### src/rtl/serial_subtractor_pkg.sv
// Shared definitions for the bit-serial subtractor: FSM state encoding and default width.
package serial_subtractor_pkg;

    localparam int DEFAULT_WIDTH = 8;

    typedef enum logic [1:0] {
        IDLE  = 2'd0,
        SHIFT = 2'd1,
        DONE  = 2'd2
    } state_e;

endpackage

### src/rtl/full_adder.sv
// One-bit full adder; the serial subtractor reuses it as its per-bit arithmetic.
module full_adder (
    input  logic a,
    input  logic b,
    input  logic cin,
    output logic sum,
    output logic carry
);

    assign sum   = a ^ b ^ cin;
    assign carry = (a & b) | (a & cin) | (b & cin);

endmodule

### src/rtl/serial_subtractor.sv
// Bit-serial unsigned subtractor: diff = a - b mod 2^N, LSB first, one bit per clock,
// computed as a + ~b + 1 through a single full adder with a carry flop preset to 1.
module serial_subtractor
    import serial_subtractor_pkg::*;
#(
    parameter int N = DEFAULT_WIDTH
) (
    input  logic         clk,
    input  logic         rst,
    input  logic         start,
    input  logic [N-1:0] a,
    input  logic [N-1:0] b,
    output logic         busy,
    output logic         done,
    output logic [N-1:0] diff,
    output logic         borrow
);

    localparam int            CW       = $clog2(N + 1);
    localparam logic [CW-1:0] LAST_BIT = CW'(N - 1);

    state_e        state_q, state_d;
    logic [N-1:0]  a_q, a_d;
    logic [N-1:0]  b_q, b_d;
    logic [N-1:0]  diff_q, diff_d;
    logic [CW-1:0] cnt_q, cnt_d;
    logic          carry_q, carry_d;
    logic          borrow_q, borrow_d;

    logic          b_bit_n;
    logic          fa_sum;
    logic          fa_carry;

    assign b_bit_n = ~b_q[0];

    full_adder u_full_adder (
        .a     (a_q[0]),
        .b     (b_bit_n),
        .cin   (carry_q),
        .sum   (fa_sum),
        .carry (fa_carry)
    );

    always_comb begin
        // NOTE: every signal gets a default first so no path through the case infers a latch.
        state_d  = state_q;
        a_d      = a_q;
        b_d      = b_q;
        diff_d   = diff_q;
        cnt_d    = cnt_q;
        carry_d  = carry_q;
        borrow_d = borrow_q;

        case (state_q)
            IDLE: begin
                if (start) begin
                    a_d      = a;
                    b_d      = b;
                    cnt_d    = '0;
                    carry_d  = 1'b1;
                    diff_d   = '0;
                    borrow_d = 1'b0;
                    state_d  = SHIFT;
                end
            end
            SHIFT: begin
                a_d     = a_q >> 1;
                b_d     = b_q >> 1;
                diff_d  = {fa_sum, diff_q[N-1:1]};
                carry_d = fa_carry;
                cnt_d   = cnt_q + CW'(1);
                // The final carry out of a + ~b + 1 is clear exactly when a < b.
                if (cnt_q == LAST_BIT) begin
                    borrow_d = ~fa_carry;
                    state_d  = DONE;
                end
            end
            DONE: begin
                state_d = IDLE;
            end
            default: begin
                state_d = IDLE;
            end
        endcase
    end

    always_ff @(posedge clk) begin
        // NOTE: non-blocking assignments so every register samples pre-edge values.
        if (rst) begin
            state_q  <= IDLE;
            a_q      <= '0;
            b_q      <= '0;
            diff_q   <= '0;
            cnt_q    <= '0;
            carry_q  <= 1'b0;
            borrow_q <= 1'b0;
        end else begin
            state_q  <= state_d;
            a_q      <= a_d;
            b_q      <= b_d;
            diff_q   <= diff_d;
            cnt_q    <= cnt_d;
            carry_q  <= carry_d;
            borrow_q <= borrow_d;
        end
    end

    assign busy   = (state_q == SHIFT);
    assign done   = (state_q == DONE);
    assign diff   = diff_q;
    assign borrow = borrow_q;

endmodule

### config.mk
export PLATFORM = sky130hd
export DESIGN_NAME = serial_subtractor
export DESIGN_NICKNAME = d
export VERILOG_FILES = /design/src/rtl/serial_subtractor_pkg.sv /design/src/rtl/full_adder.sv /design/src/rtl/serial_subtractor.sv
export SDC_FILE = /design/constraint.sdc
export NUM_CORES = 1
export LEC_CHECK = 0
export CAP_MARGIN = 20
export CELL_PAD_IN_SITES_DETAIL_PLACEMENT = 1
export CELL_PAD_IN_SITES_GLOBAL_PLACEMENT = 2
export CORE_MARGIN = 3
export CORE_UTILIZATION = 26
export DETAILED_ROUTE_END_ITERATION = 7
export PLACE_DENSITY_LB_ADDON = 0.12
export SLEW_MARGIN = 20
export SYNTH_ARGS = -nofsm -noshare
export SYNTH_HDL_FRONTEND = slang
export SYNTH_HIERARCHICAL = 1
export SYNTH_SLANG_ARGS = --single-unit
### constraint.sdc
create_clock -name clk -period 1.4 [get_ports clk]
set_clock_uncertainty 0.1 [all_clocks]
set_input_delay 0.14 -clock clk [delete_from_list [all_inputs] [get_ports clk]]
set_output_delay 0.14 -clock clk [all_outputs]
set_load 0.02 [all_outputs]
# ---- After elaboration in Yosys (flattened, before gate mapping)
# Cells that the tools add are included.
dict set report op_classes {
  n_mux 16
  reduce_logical 5
  bitwise 9
  eq_ne 5
  n_addsub 1
}
# cell count
set ops {}
lappend ops {{$pmux 8 s2} 3}
lappend ops {{$mux 8} 3}
lappend ops {{$pmux 4 s2} 1}
lappend ops {{$add 4x1->4 const B} 1}
lappend ops {{$eq 4x3->1 const B} 1}
lappend ops {{$mux 2} 2}
lappend ops {{$mux 4} 1}
lappend ops {{$pmux 1 s2} 2}
lappend ops {{$pmux 2 s2} 1}
lappend ops {{$reduce_and 2->1} 2}
lappend ops {{$and 1x1->1} 3}
lappend ops {{$mux 1} 3}
lappend ops {{$reduce_and 3->1} 1}
lappend ops {{$eq 2x1->1 const B} 1}
lappend ops {{$eq 2x2->1 const B} 1}
lappend ops {{$logic_not 2->1} 1}
lappend ops {{$ne 2x1->1 const B} 1}
lappend ops {{$ne 2x2->1 const B} 1}
lappend ops {{$not 1->1} 2}
lappend ops {{$or 1x1->1} 2}
lappend ops {{$reduce_bool 2->1} 1}
lappend ops {{$xor 1x1->1} 2}
dict set report totals {
  word_cells 43
  out_inout_bits 11
  regBits 32
}

# ---- Longest topological paths before layout
# Gate-level depths: netlist of the first run.
dict set report logic_depth {
  depth_word 7
  ltp_mapped 5
}

# ---- By module
# Netlist of the first run, hierarchy kept.
# mod seq_area_each_um2 instances area_per_inst_um2 cells_per_inst
set modules_own_cells {}
lappend modules_own_cells {serial_subtractor 640.6 1 1315.0 154}
lappend modules_own_cells {full_adder 0.0 1 20.0 1}

# ---- Least setup slack after synthesis of the first run
# No wires, ideal clock.
dict set report synth_path {
  kind {reg2reg}
  start {register b_q[0]}
  end {register borrow_q, in the netlist borrow}
  stages_incl_launch_ff 5
  t_arrival_ps 1231
  setup_time_ps 74
  slack_ps -5
  period_less_slack_ps 1405
  t_required_ps 1226
  cell_sequence {dfxtp_1 inv_1 fa_1 or3_1 a31oi_1}
}
dict set report synth_between {
  elab_chain_cells 7
}
# element line_no
set synth_rtl {}
lappend synth_rtl {{start, declared} serial_subtractor.sv:24} ;# logic [N-1:0] b_q, b_d;
lappend synth_rtl {{start signal, assigned} serial_subtractor.sv:92} ;# b_q <= '0;
lappend synth_rtl {{start signal, assigned} serial_subtractor.sv:100} ;# b_q <= b_d;
lappend synth_rtl {{$not 1->1 *} serial_subtractor.sv:34} ;# assign b_bit_n = ~b_q[0];
lappend synth_rtl {{via b_bit_n} serial_subtractor.sv:30} ;# logic b_bit_n;
lappend synth_rtl {{$and 1x1->1} full_adder.sv:11} ;# assign carry = (a & b) | (a & cin) | (b & cin);
lappend synth_rtl {{$or 1x1->1} full_adder.sv:11}
lappend synth_rtl {{$or 1x1->1 *} full_adder.sv:11}
lappend synth_rtl {{via fa_carry} serial_subtractor.sv:32} ;# logic fa_carry;
lappend synth_rtl {{$not 1->1 *} serial_subtractor.sv:74} ;# borrow_d = ~fa_carry;
lappend synth_rtl {{$mux 1 *} serial_subtractor.sv:73} ;# if (cnt_q == LAST_BIT) begin
lappend synth_rtl {{$pmux 1 s2 *} serial_subtractor.sv:54} ;# case (state_q)
lappend synth_rtl {{end signal, assigned} serial_subtractor.sv:104} ;# borrow_q <= borrow_d;
lappend synth_rtl {{end, declared} serial_subtractor.sv:28} ;# logic borrow_q, borrow_d;
# Mark *: on every way through the listed nets, which the timed path passes. The rest lies on a longest branch. The select of a mux whose other input is x is not followed.
# A chain may end at the register's enable or synchronous reset.

# ---- Worst setup path after layout of the first run
dict set report layout_path {
  start {register state_q[1]}
  end {register b_q[0]}
}
dict set report layout_between {
  elab_chain_cells 3
}
# element line_no
set layout_rtl {}
lappend layout_rtl {{start, declared} serial_subtractor.sv:22} ;# state_e state_q, state_d;
lappend layout_rtl {{start signal, assigned} serial_subtractor.sv:98} ;# state_q <= state_d;
lappend layout_rtl {{$eq 2x1->1 or $logic_not 2->1 (tied branches)} serial_subtractor.sv:54}
lappend layout_rtl {{$reduce_bool 2->1 (no line) or $ne 2x2->1 (tied branches)} n/a}
lappend layout_rtl {{$reduce_and 2->1 (no line)} n/a}
# Parallel ways exist; a longest one is shown, timed or not.

==> results of run 1 <==
## how the worst min path moves through the flow
| stage | endpoint | slack [ns] | depth (start not counted) |
|---|---|---|---|
| after floorplan | a_q[3] | 0.11 | 1 |
| after global placement | a_q[3] | 0.37 | 2 |
| after detailed placement | a_q[3] | 0.39 | 2 |
| after CTS | b_q[1] | 0.30 | 3 |
| after global routing | b_q[3] | 0.31 | 3 |
| final | b_q[2] | 0.31 | 3 |
## registers in the layout (all words and copies together), names as in the netlist
signal,count
diff,8
borrow,1
carry_q,1
cnt_q,4
a_q,8
state_q,2
b_q,8
## worst max-delay path, cell delays in order, from the launching register on
cell       delay, ns
dfxtp_1         0.31
buf_4           0.14
o21bai_4        0.18
bufbuf_16       0.29
a221oi_2        0.25
## what timing repair did
| action | CTS | global route |
|---|---|---|
| setup buffers | 0 | 0 |
| pin swaps | 2 | 1 |
| gates cloned | 1 | 0 |
| gates resized for setup | 20 | 10 |
| setup endpoints to repair | 13 | 23 |
## Yosys cell counts, drive strengths merged
master,count,area (sq um)
dfxtp,32,641
nor2,25,93.8
nand2,19,71.3
a21oi,16,80.1
a211oi,14,105
a22oi,9,67.6
buf,8,56.3
clkbuf,3,11.3
inv,3,11.3
nand3,3,15.0
nor2b,3,18.8
nor3,3,15.0
a31oi,2,12.5
o22ai,2,12.5
or3,2,12.5
a221oi,1,8.76
a311oi,1,8.76
and2b,1,7.51
fa,1,20.0
ha,1,12.5
nand2b,1,8.76
nand3b,1,7.51
o211a,1,10.0
o21ba,1,10.0
o21bai,1,11.3
or2,1,6.26
## cell families (layout without fill, tap and decap cells)
family | Yosys count | count (layout)
AO/OA/AOI/OAI | 48 | 48
AND/OR/NAND/NOR | 59 | 59
buffers and inverters | 14 | 56
adder cells (fa/ha/maj) | 2 | 2
flip-flops | 32 | 32
## where the power goes
part           internal (mW)  total [mW]  switching (mW)
Combinational          0.179       0.338           0.159
Clock                  0.401       0.738           0.337
Sequential             0.964       0.998          0.0342
Total                   1.54        2.07           0.530
## routing by layer
layer	routed length, microns	part of all wire, %
met5	0	0
met4	49	1.4
met3	145	4.0
met2	1740	48
met1	1690	47
## through the flow
stage / hold slack, ns / setup WS, ns / setup TNS [ns] / util [%] / cell area [sq um]
floorplan: 0.112 / 0.0408 / 0 / - / 1340
global placement: 0.371 / -0.0803 / -0.696 / 37.0 / 1790
detailed placement: 0.386 / -0.175 / -1.52 / 37.0 / 1790
CTS: 0.305 / 0.0142 / 0 / 39.7 / 1930
global route: 0.311 / -0.0396 / -0.129 / 40.4 / 1960
finish: 0.305 / 0.0242 / 0 / 40.4 / 1960
## layout make-up
cell class	count	area share [%]
Multi-Input combinational cell	109	33.7
Sequential cell	32	33.0
Timing Repair Buffer	45	23.8
Clock buffer	8	4.60
Tap cell	67	4.28
Inverter	3	0.575
==> run_results.csv, run 1 <==
group,metric,value,unit
status,status,"finished clean",
pwr,total_power,2.07,mW
yosys,synth_mux_area_share,0,%
final_layout,antenna_cells,0,
critical_path,cp_data_arrival_time,1.46,ns
final_layout,layout_common_cells,"27 x dfxtp_1, 25 x nor2_1, 19 x nand2_1, 18 x clkdlybuf4s50_1, 16 x a21oi_1",
placement,port_buffers,29,
pwr,p_leak,0.807,nW
critical_path,crit_fanout,13,
clock_tree,postCtsHoldBufs,0,
floorplan,die-area,6030,sq um
drt,route.detailed.drc,0,
final_layout,multiInputGateArea,661,sq um
placement,placedCellCount,255,
yosys,synth_area,1340,sq um
global_route,use_met2,21.5,%
final_layout,drive_above_1_share,20.3,%
critical_path,startpoint,"state_q[1]",
floorplan,start_util,27.5,%
clock_tree,cts_tree,"built",
final_layout,seq_area,647,sq um
yosys,synth-xor-area-share,0,%
critical_path,startpoint_type,"register",
yosys,yosys_warnings,6,
yosys,synth_top_family_by_area,"compound AO/OA/AOI/OAI gates",
clock_tree,cts_buffer_depth,2,
global_route,use_met1,15.5,%
clock_tree,ctsHtreeMaxLevel,2,
timing,final_hold_viol_count,0,
global_route,grt.total_usage,13.0,%
global_route,busiest_layer,"met2",
timing,finalSetupViolations,0,
critical_path,crit_end,"b_q[0]",
clock_tree,clk_pin_slew,0.07,ns
hold_path,min_from,"b[2]",
yosys,synth-compound-area-share,24.5,%
yosys,synth_seq_cells,32,
timing,rsz0062_at_grt,"yes",
yosys,ys_seq_area_share,48.0,%
run,cap_violations,0,
floorplan,io_pins,30,
floorplan,core,4850,sq um
placement,gp_congestion,0.721,
timing,maxSlewHeadroom,85.5,%
yosys,synthesis.nets,176,
drt,vias,1255,
critical_path,required,1.48,ns
global_route,grt_pass1_vias,1314,
yosys,synth_cells,155,
critical_path,r2r-end,"b_q[0]",
pwr,power_density,1060,nW/um^2
critical_path,r2r-start,"state_q[1]",
timing,period_share,98.3,%
timing,fin_crit,1.38,ns
placement,hpwl,2510,microns
clock_tree,clockRootBuffer,"clkbuf_8",
hold_path,hold_class,"input pin to register",
global_route,grt_start_max_net_pins,22,
drt,avgRoutedWirePerCell,13.7,microns
final_layout,num-nets-final,217,
pwr,peakVddDrop,0.336,mV
timing,worstMarginPinSlew,0.215,ns
timing,drv_slew,0,
clock_tree,clock_sinks,32,
floorplan,chipWidth,77.7,microns
drt,drtPass1Iterations,2,
floorplan,die_height,77.7,microns
clock_tree,cts_buffers,5,
final_layout,final_common_cell,"dfxtp_1",
final_layout,area_growth,46.8,%
global_route,grt.overflow.total,0,
global_route,grt_pass1_wl,6200,microns
global_route,global_route.usage.met3,4.76,%
critical_path,cp-end-kind,"register",
floorplan,num_rows,25,
timing,fmax,0.727,GHz
yosys,ys_types,29,
critical_path,rr_worst_depth,4,
global_route,antenna_found_initial,0,
clock_tree,clock_latency,0.28,ns
yosys,yosys.area_share.simple,19.2,%
final_layout,instances_no_fill,264,
critical_path,reg2reg_slack,0.02,ns
drt,viasPerCell,4.75,
final_layout,nFillCells,574,
drt,routed_wl,3620,microns
yosys,synthAdderAreaFrac,2.44,%
drt,drtIter0Drc,51,
critical_path,crit_type,"register to register",
drt,ant_nets,0,
yosys,synth.avg_cell_area,8.61,sq um
Note: power is estimated with default switching activity, not from simulation.
==> inputs of run 2 (changes only) <==
--- a/constraint.sdc
+++ b/constraint.sdc
@@ -4,2 +4,2 @@
 set_output_delay 0.14 -clock clk [all_outputs]
-set_load 0.02 [all_outputs]
+set_load 0.1 [all_outputs]
==> run_results.csv, run 2 (synthesized netlist as in run 1, its figures left out) <==
group,metric,value,unit
placement,port_buffers,29,
pwr,peakVddDrop,0.315,mV
pwr,p_leak,0.812,nW
global_route,grt_start_max_net_pins,28,
status,status,"finished clean",
timing,fmax,0.725,GHz
drt,route.detailed.drc,0,
drt,ant_nets,0,
clock_tree,postCtsHoldBufs,0,
global_route,grt_pass1_vias,1302,
drt,vias,1257,
global_route,grt.total_usage,13.3,%
final_layout,area_growth,55.2,%
clock_tree,cts_buffers,5,
drt,viasPerCell,4.76,
timing,maxSlewHeadroom,84.9,%
global_route,grt.overflow.total,0,
timing,tns,0,ns
floorplan,chipWidth,77.7,microns
floorplan,io_pins,30,
floorplan,core,4850,sq um
clock_tree,ctsHtreeMaxLevel,2,
drt,avgRoutedWirePerCell,13.5,microns
placement,place_ws,-0.0965,ns
final_layout,drive_above_1_share,24.4,%
timing,holdWs,0.305,ns
timing,finalSetupViolations,0,
floorplan,die_height,77.7,microns
final_layout,final_common_cell,"dfxtp_1",
run,cap_violations,0,
drt,drtIter0Drc,45,
critical_path,required,1.52,ns
critical_path,startpoint_type,"register",
global_route,antenna_found_initial,0,
timing,fin_crit,1.38,ns
drt,routed_wl,3570,microns
clock_tree,clock_sinks,32,
placement,gp_congestion,0.711,
floorplan,start_util,27.5,%
critical_path,crit_type,"register to register",
final_layout,layout_common_cells,"28 x dfxtp_1, 25 x nor2_1, 19 x nand2_1, 18 x clkdlybuf4s50_1, 16 x a21oi_1",
critical_path,cp_data_arrival_time,1.50,ns
placement,hpwl,2500,microns
floorplan,die-area,6030,sq um
drt,drtPass1Iterations,4,
clock_tree,clockRootBuffer,"clkbuf_8",
clock_tree,cts_buffer_depth,2,
clock_tree,cts_tree,"built",
placement,placedCellCount,253,
global_route,grt_pass1_wl,6300,microns
critical_path,crit_fanout,2,
final_layout,antenna_cells,0,
critical_path,cp-end-kind,"register",
floorplan,num_rows,25,
hold_path,hold_class,"input pin to register",
final_layout,num-nets-final,218,
clock_tree,clk_pin_slew,0.07,ns
pwr,total_power,2.14,mW
timing,drv_slew,0,
timing,fin_ws,0.0199,ns
timing,rsz0062_at_grt,"yes",
clock_tree,clock_latency,0.28,ns
timing,period_share,98.6,%
pwr,power_density,1030,nW/um^2
timing,final_hold_viol_count,0,
timing,worstMarginPinSlew,0.225,ns
final_layout,instances_no_fill,264,
final_layout,nFillCells,547,
-- run 2: area by class of cell --
type | instances | area, sq um | area share, %
Timing Repair Buffer | 46 | 589 | 28.4
Sequential cell | 32 | 648 | 31.3
Tap cell | 67 | 83.8 | 4.05
Inverter | 3 | 13.8 | 0.664
Multi-Input combinational cell | 109 | 641 | 30.9
Clock buffer | 7 | 96.3 | 4.65
-- run 2: critical path: stages, from the launching register on --
cell and delay (ns):
dfxtp_2 0.34, fa_2 0.38, or3_1 0.37, a31oi_1 0.13
-- run 2: metal layers --
| layer | GRT usage [%] | vias to the layer above | routed length (microns) |
|---|---|---|---|
| li1 | - | 625 | - |
| met4 | 5.87 | 0 | 63 |
| met1 | 15.5 | 603 | 1560 |
| met3 | 4.76 | 6 | 145 |
| met5 | 0 | - | 0 |
| met2 | 21.8 | 23 | 1800 |
-- run 2: power by group --
part / internal, mW / switching (mW)
sequential: 0.961 / 0.0357
clock: 0.438 / 0.333
combinational: 0.184 / 0.190
total: 1.58 / 0.559
-- run 2: worst paths after layout --
check / startpoint / end / slack [ns] / cells past startpoint
setup reg to reg: a_q[0] / borrow / 0.02 / 3
hold / removal: a[2] / a_q[2] / 0.31 / 3
hold reg to reg: a_q[7] / a_q[7] / 0.38 / 2
setup / recovery: a_q[0] / borrow / 0.02 / 3
-- run 2: timing repair --
action,in CTS,in global routing
gates resized for setup,8,3
buffers inserted,3,1
pin swaps,2,1
cloned,0,0
endpoints found under the setup margin,3,7
-- run 2: stage by stage --
stage	utilization, %	area (sq um)
final	42.7	2070
after global routing	42.7	2070
after CTS	42.3	2050
after detailed placement	39.4	1910
after global placement	39.4	1910
after floorplan	-	1350
